File: src/rtl/pipe_ctrl_pkg.sv
//==============================================================================
// Module   : pipe_ctrl_pkg
// Brief    : Shared types and constants for the pipeline sequencing logic.
// Revision : 1.0 - initial release
//==============================================================================
`default_nettype none

package pipe_ctrl_pkg;

    localparam int PC_STEP   = 4;
    localparam int REG_IDX_W = 5;

    typedef enum logic [1:0] {
        BOOT     = 2'd0,
        RUN      = 2'd1,
        MEM_WAIT = 2'd2
    } seq_state_t;

endpackage

`default_nettype wire

File: src/rtl/hazard_detect.sv
//==============================================================================
// Module   : hazard_detect
// Brief    : Combinational load-use hazard compare between EX and ID stages.
// Revision : 1.0 - initial release
//==============================================================================
`default_nettype none

module hazard_detect
    import pipe_ctrl_pkg::*;
(
    input  logic                 ex_mem_read,
    input  logic [REG_IDX_W-1:0] ex_rd,
    input  logic [REG_IDX_W-1:0] id_rs1,
    input  logic [REG_IDX_W-1:0] id_rs2,
    output logic                 load_use
);

    // x0 is hardwired to zero, so a load targeting it never creates a dependency
    assign load_use = ex_mem_read && (ex_rd != '0) &&
                      ((ex_rd == id_rs1) || (ex_rd == id_rs2));

endmodule

`default_nettype wire

File: src/rtl/pc_sequencer.sv
//==============================================================================
// Module   : pc_sequencer
// Brief    : Next-PC selection and IF/ID, ID/EX pipeline control sequencer.
// Revision : 1.0 - initial release
//==============================================================================
`default_nettype none

module pc_sequencer
    import pipe_ctrl_pkg::*;
#(
    parameter int               XLEN         = 64,
    parameter logic [XLEN-1:0]  RESET_VECTOR = '0,
    parameter int               STALL_CNT_W  = 32
) (
    input  logic                   clk,
    input  logic                   reset,
    input  logic [XLEN-1:0]        pc_current,
    input  logic [REG_IDX_W-1:0]   id_rs1,
    input  logic [REG_IDX_W-1:0]   id_rs2,
    input  logic                   ex_mem_read,
    input  logic [REG_IDX_W-1:0]   ex_rd,
    input  logic                   ex_branch_taken,
    input  logic [XLEN-1:0]        ex_branch_target,
    input  logic                   mem_busy,
    output logic [XLEN-1:0]        pc_next,
    output logic                   pc_write,
    output logic                   if_id_write,
    output logic                   if_id_flush,
    output logic                   id_ex_flush,
    output logic                   pipe_hold,
    output logic                   misalign_err,
    output logic [STALL_CNT_W-1:0] stall_cycles,
    output logic [1:0]             seq_state
);

    seq_state_t       state;
    seq_state_t       state_nx;
    logic             pending_valid;
    logic             pending_valid_nx;
    logic [XLEN-1:0]  pending_target;
    logic [XLEN-1:0]  pending_target_nx;
    logic             load_use;
    logic             redirect;
    logic [XLEN-1:0]  redirect_target;

    hazard_detect u_hazard_detect (
        .ex_mem_read (ex_mem_read),
        .ex_rd       (ex_rd),
        .id_rs1      (id_rs1),
        .id_rs2      (id_rs2),
        .load_use    (load_use)
    );

    always_comb begin
        pc_next           = pc_current + XLEN'(PC_STEP);
        pc_write          = 1'b0;
        if_id_write       = 1'b0;
        if_id_flush       = 1'b0;
        id_ex_flush       = 1'b0;
        pipe_hold         = 1'b0;
        redirect          = 1'b0;
        redirect_target   = ex_branch_target;
        state_nx          = state;
        pending_valid_nx  = pending_valid;
        pending_target_nx = pending_target;

        if (reset) begin
            pc_next     = RESET_VECTOR;
            if_id_flush = 1'b1;
            id_ex_flush = 1'b1;
        end else begin
            case (state)
                BOOT: begin
                    pc_next     = RESET_VECTOR;
                    pc_write    = 1'b1;
                    if_id_flush = 1'b1;
                    id_ex_flush = 1'b1;
                    state_nx    = RUN;
                end
                RUN, MEM_WAIT: begin
                    if (mem_busy) begin
                        pipe_hold = 1'b1;
                        state_nx  = MEM_WAIT;
                        // The frozen EX branch re-asserts every cycle; keep the first target
                        if (ex_branch_taken && !pending_valid) begin
                            pending_valid_nx  = 1'b1;
                            pending_target_nx = ex_branch_target;
                        end
                    end else begin
                        state_nx         = RUN;
                        pending_valid_nx = 1'b0;
                        if (pending_valid) begin
                            redirect        = 1'b1;
                            redirect_target = pending_target;
                        end else if (ex_branch_taken) begin
                            redirect = 1'b1;
                        end else if (load_use) begin
                            id_ex_flush = 1'b1;
                        end else begin
                            pc_write    = 1'b1;
                            if_id_write = 1'b1;
                        end

                        if (redirect) begin
                            pc_next     = redirect_target;
                            pc_write    = 1'b1;
                            if_id_flush = 1'b1;
                            id_ex_flush = 1'b1;
                        end
                    end
                end
                default: begin
                    state_nx = BOOT;
                end
            endcase
        end

        misalign_err = redirect && (redirect_target[1:0] != 2'b00);
    end

    always_ff @(posedge clk or posedge reset) begin
        if (reset) begin
            state          <= BOOT;
            pending_valid  <= 1'b0;
            pending_target <= '0;
            stall_cycles   <= '0;
        end else begin
            state          <= state_nx;
            pending_valid  <= pending_valid_nx;
            pending_target <= pending_target_nx;
            if (!pc_write && (stall_cycles != '1)) begin
                stall_cycles <= stall_cycles + STALL_CNT_W'(1);
            end
        end
    end

    assign seq_state = state;

endmodule

`default_nettype wire

File: config.mk
export PLATFORM = sky130hd
export DESIGN_NAME = pc_sequencer
export DESIGN_NICKNAME = d
export VERILOG_FILES = /design/src/rtl/pipe_ctrl_pkg.sv /design/src/rtl/hazard_detect.sv /design/src/rtl/pc_sequencer.sv
export SDC_FILE = /design/constraint.sdc
export NUM_CORES = 1
export LEC_CHECK = 0
export CORE_MARGIN = 4
export CORE_UTILIZATION = 35
export DETAILED_ROUTE_END_ITERATION = 6
export HOLD_SLACK_MARGIN = 0.06
export PLACE_DENSITY = 0.72
export REMOVE_ABC_BUFFERS = 1
export SYNTH_ARGS = -nofsm -noshare
export SYNTH_HDL_FRONTEND = slang
export SYNTH_SLANG_ARGS = --single-unit
File: constraint.sdc
create_clock -name clk -period 8.5 [get_ports clk]
set_input_delay 2.125 -clock clk [delete_from_list [all_inputs] [get_ports clk]]
set_output_delay 2.125 -clock clk [all_outputs]
set_load 0.05 [all_outputs]
==> results_dict.tcl, run 1 <==
set metrics [dict create \
    rsz0062_at_grt "false" \
    path_cells "clkdlybuf4s50_1 > ha_1 > nand2_1 > nor4_4 > nand3_2 > nor3_1 > xnor2_1 > a221oi_1 > clkdlybuf4s50_1" \
    synth_seq_cells 99 \
    root_buffer "clkbuf_16" \
    synthArstFlopShare_pct 100 \
    power_mw 3.11 \
    final_util_pct 50.7 \
    dp_hpwl_um 18100 \
    finClkSkew_ps 9.11 \
    fp.dieW_um 152 \
    critical_path.max_fanout 11 \
    required_ps 6380 \
    outcome "complete, no violations" \
    power_density_nw_per_um2 303 \
    antenna_left 0 \
    hold_buffers 0 \
    grt_pass1_vias 7046 \
    total_leakage_power_nw 3.73 \
    synth_top_flop_cell "dfrtp_1" \
    timing.final.crit_share_pct 92.7 \
    slowest_delay_ps 880 \
    syn_avg_cell_area_um2 9.46 \
    fin_area_um2 10300 \
    dp_slack_ps 615 \
    ys_warn_count 0 \
    hold_depth 1 \
    row_count 52 \
    layoutNonFillerInstCount 1261 \
    worst_slew_pin_slew_ps 1160 \
    setup_viol 0 \
    cp-start-kind "input port" \
    synth-seq-area-share_pct 34.2 \
    finalWirelength_um 25200 \
    area_delta_synth_final_pct 42.0 \
    crit_path_frequent_cell "clkdlybuf4s50_1" \
    drive_gt1_share_pct 13.4 \
    synthesis.instances 766 \
    peakVddDrop_mv 0.204 \
    cts_setup_buffers 0 \
    grt_antenna_before_repair 3 \
    dp.cells 1244 \
    setup_slack_ps 619 \
    n_fill_cell 1867 \
    arrival_ps 5760 \
    cts.clk_slew.worst_paths_ps 70 \
    rr_worst_depth 7 \
    fp.dieH_um 152 \
    setup_tns_ps 0 \
    syn_area_um2 7240 \
    cts_tree "done" \
    insertion_delay_ps 350 \
    grt_util_all_layers_pct 20.8 \
    max_cap_viol_count 0 \
    timing.final.crit_period_ps 7880 \
    hold_viol 0 \
    place_area_um2 9960 \
    regArea_um2 2480 \
    num_vias 7247 \
    start_util_pct 35.7 \
    crit_slowest_cell "clkdlybuf4s50_1" \
    drc 0 \
    drt-wirelength-per-cell_um 20.0 \
    grt_first_pass_wirelength_um 39700 \
    reg2reg_from "pending_valid" \
    r2r_end "pending_target[51]" \
    gr-total-overflow 0 \
    r2r_setup_slack_ps 4780 \
    clockBufferDepth 2 \
    worstSetupPathType "in -> out" \
    hp-class "reg -> reg" \
    cts_resized 0 \
    nNetsFinal 1137 \
    synth.distinct_cells 54 \
    synth_enable_flop_cells 0 \
    vias_per_cell 5.75 \
    clock.fmax_ghz 0.127 \
    worstSetupStartpoint "pc_current[2]" \
    firstDrtPassIters 5 \
    cts_buffers 9 \
    slew_viol_final 0 \
    port_buffers 251 \
    grt_max_degree 65 \
    slew_headroom_pct 22.8 \
    hp-start "stall_cycles[25]" \
    endpoint_kind "output pin" \
    whs_ps 496 \
    clock-sinks 99 \
    gp_congestion 0.901 \
    die_area_um2 23100 \
    multi_input_area_um2 4490 \
    min_to "stall_cycles[25]" \
    cts-htree-levels 3 \
    ios 252 \
    core_um2 20300 \
    drt-initial-drc-count 448 \
]
worst max-delay path, delay by kind of cell:
family | cells | cell delay [ps]
compound gates | 1 | 300
xor+xnor | 1 | 100
fa+ha+maj | 1 | 260
buf+inv | 2 | 1430
simple gates | 4 | 1540
Yosys cell counts (3+ instances only):
cell	instances	area [µm²]
a21o_1	3	22.5
a21oi_1	30	150
a221oi_1	43	377
a221oi_2	3	45.0
a2bb2oi_1	6	52.6
and3_1	15	93.8
and4_1	6	52.6
buf_1	5	18.8
buf_2	10	50.1
buf_6	3	33.8
clkbuf_1	36	135
dfrtp_1	99	2480
ha_1	4	50.1
inv_1	14	52.6
mux2_2	64	721
nand2_1	52	195
nand3_1	32	160
nand4_1	35	219
nor2_1	53	199
nor2b_1	3	18.8
nor3_1	16	80.1
nor3_2	6	60.1
nor4_1	11	68.8
nor4_2	4	50.1
nor4_4	7	149
o211ai_1	7	52.6
o21ai_0	25	125
o221ai_1	39	342
o22ai_1	3	18.8
xnor2_1	65	569
xor2_1	35	307
worst max-delay path by stage:
stage / endpoint / slack, ps / cells after the start
6_report: pc_next[42] / 620 / 9
5_1_grt: pc_next[56] / 350 / 9
4_1_cts: pc_next[50] / 610 / 9
3_5_place_dp: pc_next[50] / 620 / 9
3_3_place_gp: pc_next[58] / 690 / 9
2_1_floorplan: id_ex_flush / -90 / 3
report_power, final:
group          switching (mW)  internal [mW]  total (mW)
clock                   0.204          0.237       0.440
combinational            1.21          0.703        1.91
sequential              0.112          0.647       0.759
total                    1.53           1.59        3.11
layout make-up:
class / count / share of cell area, %
Antenna cell: 1 / 0.0243
Clock buffer: 9 / 2.19
Clock inverter: 7 / 0.913
Inverter: 15 / 0.572
Multi-Input combinational cell: 598 / 43.7
Sequential cell: 99 / 24.1
Tap cell: 270 / 3.29
Timing Repair Buffer: 262 / 25.2
cells by family (layout without fill, tap and decap cells):
family,Yosys count,in the layout,synth area share (%)
AOI/OAI and AO/OA,171,171,17.7
xor gates and xnor gates,100,100,12.1
adders and majority gates,4,4,0.691
buffers and inverters,69,293,4.06
DFF,99,99,34.2
muxes,66,66,10.2
other,0,1,0
and+or+nand+nor,257,257,21.0
per-layer routing:
layer	vias up	routed length, µm	global-route usage, %
met5	-	27	0
met4	4	596	5.61
met3	40	2050	6.03
met2	318	11700	33.4
met1	3531	10800	27.6
li1	3354	-	-
layout by cell type (no fill, tap or decap), types with 9 or more instances in the layout:
cell / n
clkdlybuf4s50_1: 246
dfrtp_1: 99
xnor2_1: 65
mux2_2: 64
nand2_1: 52
nor2_1: 52
a221oi_1: 43
o221ai_1: 39
nand4_1: 35
xor2_1: 35
nand3_1: 32
a21oi_1: 29
o21ai_0: 25
nor3_1: 16
and3_1: 15
buf_4: 14
inv_1: 13
nor4_1: 11
clkbuf_16: 9
registers in the layout, indices dropped and copies added (netlist names):
register and count:
seq_state 2, pending_valid 1, stall_cycles 32, pending_target 64
Note: power is estimated with default switching activity, not from simulation.
==> run 2, diff against run 1 <==
--- a/config.mk
+++ b/config.mk
@@ -5,6 +5,7 @@
 export SDC_FILE = /design/constraint.sdc
 export NUM_CORES = 1
 export LEC_CHECK = 0
+export CORE_ASPECT_RATIO = 0.75
 export CORE_MARGIN = 4
 export CORE_UTILIZATION = 35
 export DETAILED_ROUTE_END_ITERATION = 6
==> constraint.sdc (replaced) <==
create_clock -name clk -period 8.9 [get_ports clk]
set_input_delay 2.225 -clock clk [delete_from_list [all_inputs] [get_ports clk]]
set_output_delay 2.225 -clock clk [all_outputs]
set_load 0.05 [all_outputs]
==> results_dict.tcl, run 2 (same netlist as run 1, synthesis figures left out) <==
set metrics [dict create \
    outcome "complete, no violations" \
    insertion_delay_ps 360 \
    cts_setup_buffers 0 \
    critical_path.max_fanout 11 \
    dp_slack_ps 726 \
    setup_viol 0 \
    slew_headroom_pct 38.4 \
    clockBufferDepth 2 \
    firstDrtPassIters 5 \
    fin_area_um2 10300 \
    worstSetupPathType "in -> out" \
    power_mw 2.98 \
    root_buffer "clkbuf_16" \
    final_cell_mix "clkdlybuf4s50_1, dfrtp_1, xnor2_1" \
    place_area_um2 9960 \
    cts_buffers 9 \
    nNetsFinal 1138 \
    drc 0 \
    timing.final.crit_share_pct 91.9 \
    total_leakage_power_nw 3.73 \
    setup_tns_ps 0 \
    core_um2 20300 \
    max_cap_viol_count 0 \
    crit_path_frequent_cell "clkdlybuf4s50_1" \
    arrival_ps 5950 \
    fp.dieW_um 174 \
    cts_resized 0 \
    slowest_delay_ps 850 \
    rsz0062_at_grt "false" \
    path_cells "clkdlybuf4s50_1 > ha_1 > nand2_1 > nor4_4 > nand3_2 > nor4_1 > xnor2_1 > a221oi_1 > clkdlybuf4s50_1" \
    gr-total-overflow 0 \
    finClkSkew_ps 18.2 \
    switchingPower_mw 1.49 \
    area_delta_synth_final_pct 41.9 \
    switching_share_pct 49.9 \
    slew_viol_final 0 \
    clkPwrFrac_pct 14.0 \
    endpoint_kind "output pin" \
    finalWirelength_um 26100 \
    drt-initial-drc-count 564 \
    dp_hpwl_um 18600 \
    antenna_left 0 \
    layout_commonest_cell "clkdlybuf4s50_1" \
    drive_gt1_share_pct 13.2 \
    whs_ps 508 \
    pwr-share-comb_pct 61.8 \
    timing.final.crit_period_ps 8180 \
    start_util_pct 35.7 \
    port_buffers 251 \
    hp-class "reg -> reg" \
    largest_reg_flops 64 \
    die_area_um2 23100 \
    antenna_cells 0 \
    crit_slowest_cell "clkdlybuf4s50_1" \
    grt_antenna_before_repair 0 \
    num_vias 7283 \
    setup_slack_ps 721 \
    fp.dieH_um 133 \
    n_fill_cell 1836 \
    grt_util_all_layers_pct 21.9 \
    hold_viol 0 \
    row_count 45 \
    required_ps 6680 \
    worst_slew_pin_slew_ps 923 \
    internal_power_mw 1.49 \
    power_density_nw_per_um2 290 \
    cp-start-kind "input port" \
    grt_max_degree 67 \
    cts_tree "done" \
    hold_buffers 0 \
    cts.clk_slew.worst_paths_ps 80 \
    drt-wirelength-per-cell_um 20.9 \
    clock.fmax_ghz 0.122 \
    regMostFlops "pending_target" \
    clock-sinks 99 \
    ios 252 \
    peakVddDrop_mv 0.237 \
    grt_first_pass_wirelength_um 40600 \
    gp_congestion 0.890 \
    p_seq_share_pct 24.2 \
    cts-htree-levels 3 \
    grt_pass1_vias 7040 \
    vias_per_cell 5.83 \
]
==> run 2: changes by cell type in the layout (fill, tap and decap cells not counted), sizes merged <==
cell,change
clkdlybuf4s50,+4
inv,-1
buf,-3
diode,-1
bufinv,-1
clkinv,+3
clkinvlp,-1
==> run 2: path summary, 6_finish.rpt <==
| kind | slack [ps] | cells after the start | startpoint | endpoint |
|---|---|---|---|---|
| worst max-delay path | 720 | 9 | pc_current[2] | pc_next[52] |
| worst min-delay path | 510 | 1 | pending_target[17] | pending_target[17] |
| worst max register to register | 4910 | 8 | seq_state[0] | pending_target[51] |
| worst min register to register | 510 | 1 | pending_target[17] | pending_target[17] |
| max in group asynchronous | 5590 | 3 | reset | pending_target[52] |
| min in group asynchronous | 2250 | 2 | reset | pending_target[61] |
==> run 2: critical path: cells and delay by family <==
family | cells | cell delay (ps)
simple gates | 4 | 1610
compound gates | 1 | 280
xor+xnor | 1 | 110
fa+ha+maj | 1 | 300
buf+inv | 2 | 1420
==> run 2: stage by stage <==
stage | std cells | util, %
final | 1249 | 50.7
after floorplan | 712 | -
after global placement | 1233 | 49.1
after detailed placement | 1233 | 49.1
after global routing | 1249 | 50.7
after CTS | 1249 | 50.7
==> run 2: area by class of cell <==
type | count | area [µm²] | share of cell area [%]
Clock buffer | 9 | 225 | 2.19
Clock inverter | 7 | 93.8 | 0.913
Inverter | 15 | 58.8 | 0.572
Multi-Input combinational cell | 598 | 4500 | 43.8
Sequential cell | 99 | 2480 | 24.1
Tap cell | 258 | 323 | 3.14
Timing Repair Buffer | 263 | 2600 | 25.3
==> run 2: per-layer routing <==
| layer | vias to the layer above | routed length [µm] | GRT usage (%) | share of wire (%) |
|---|---|---|---|---|
| met5 | - | 0 | 0 | 0 |
| met4 | 0 | 197 | 3.91 | 0.75 |
| met3 | 18 | 2510 | 6.28 | 9.6 |
| met2 | 382 | 11700 | 33.8 | 45 |
| met1 | 3521 | 11700 | 30.9 | 45 |
| li1 | 3362 | - | - | - |
==> run 2: power by group through the flow <==
stage	Sequential [mW]	Combinational (mW)	Clock (mW)
6_report	0.721	1.84	0.418
5_1_grt	0.742	1.96	0.447
4_1_cts	0.719	1.85	0.429
3_5_place_dp	0.727	1.85	0
3_3_place_gp	0.717	1.83	0
2_1_floorplan	0.791	1.12	0
==> run 3, diff against run 2 <==
--- a/config.mk
+++ b/config.mk
@@ -12,6 +12,7 @@
 export HOLD_SLACK_MARGIN = 0.06
 export PLACE_DENSITY = 0.72
 export REMOVE_ABC_BUFFERS = 1
+export SLEW_MARGIN = 25
 export SYNTH_ARGS = -nofsm -noshare
 export SYNTH_HDL_FRONTEND = slang
 export SYNTH_SLANG_ARGS = --single-unit
==> results of run 3 <==
Same layout as run 2: the final DEF is identical, and so are final timing and power.
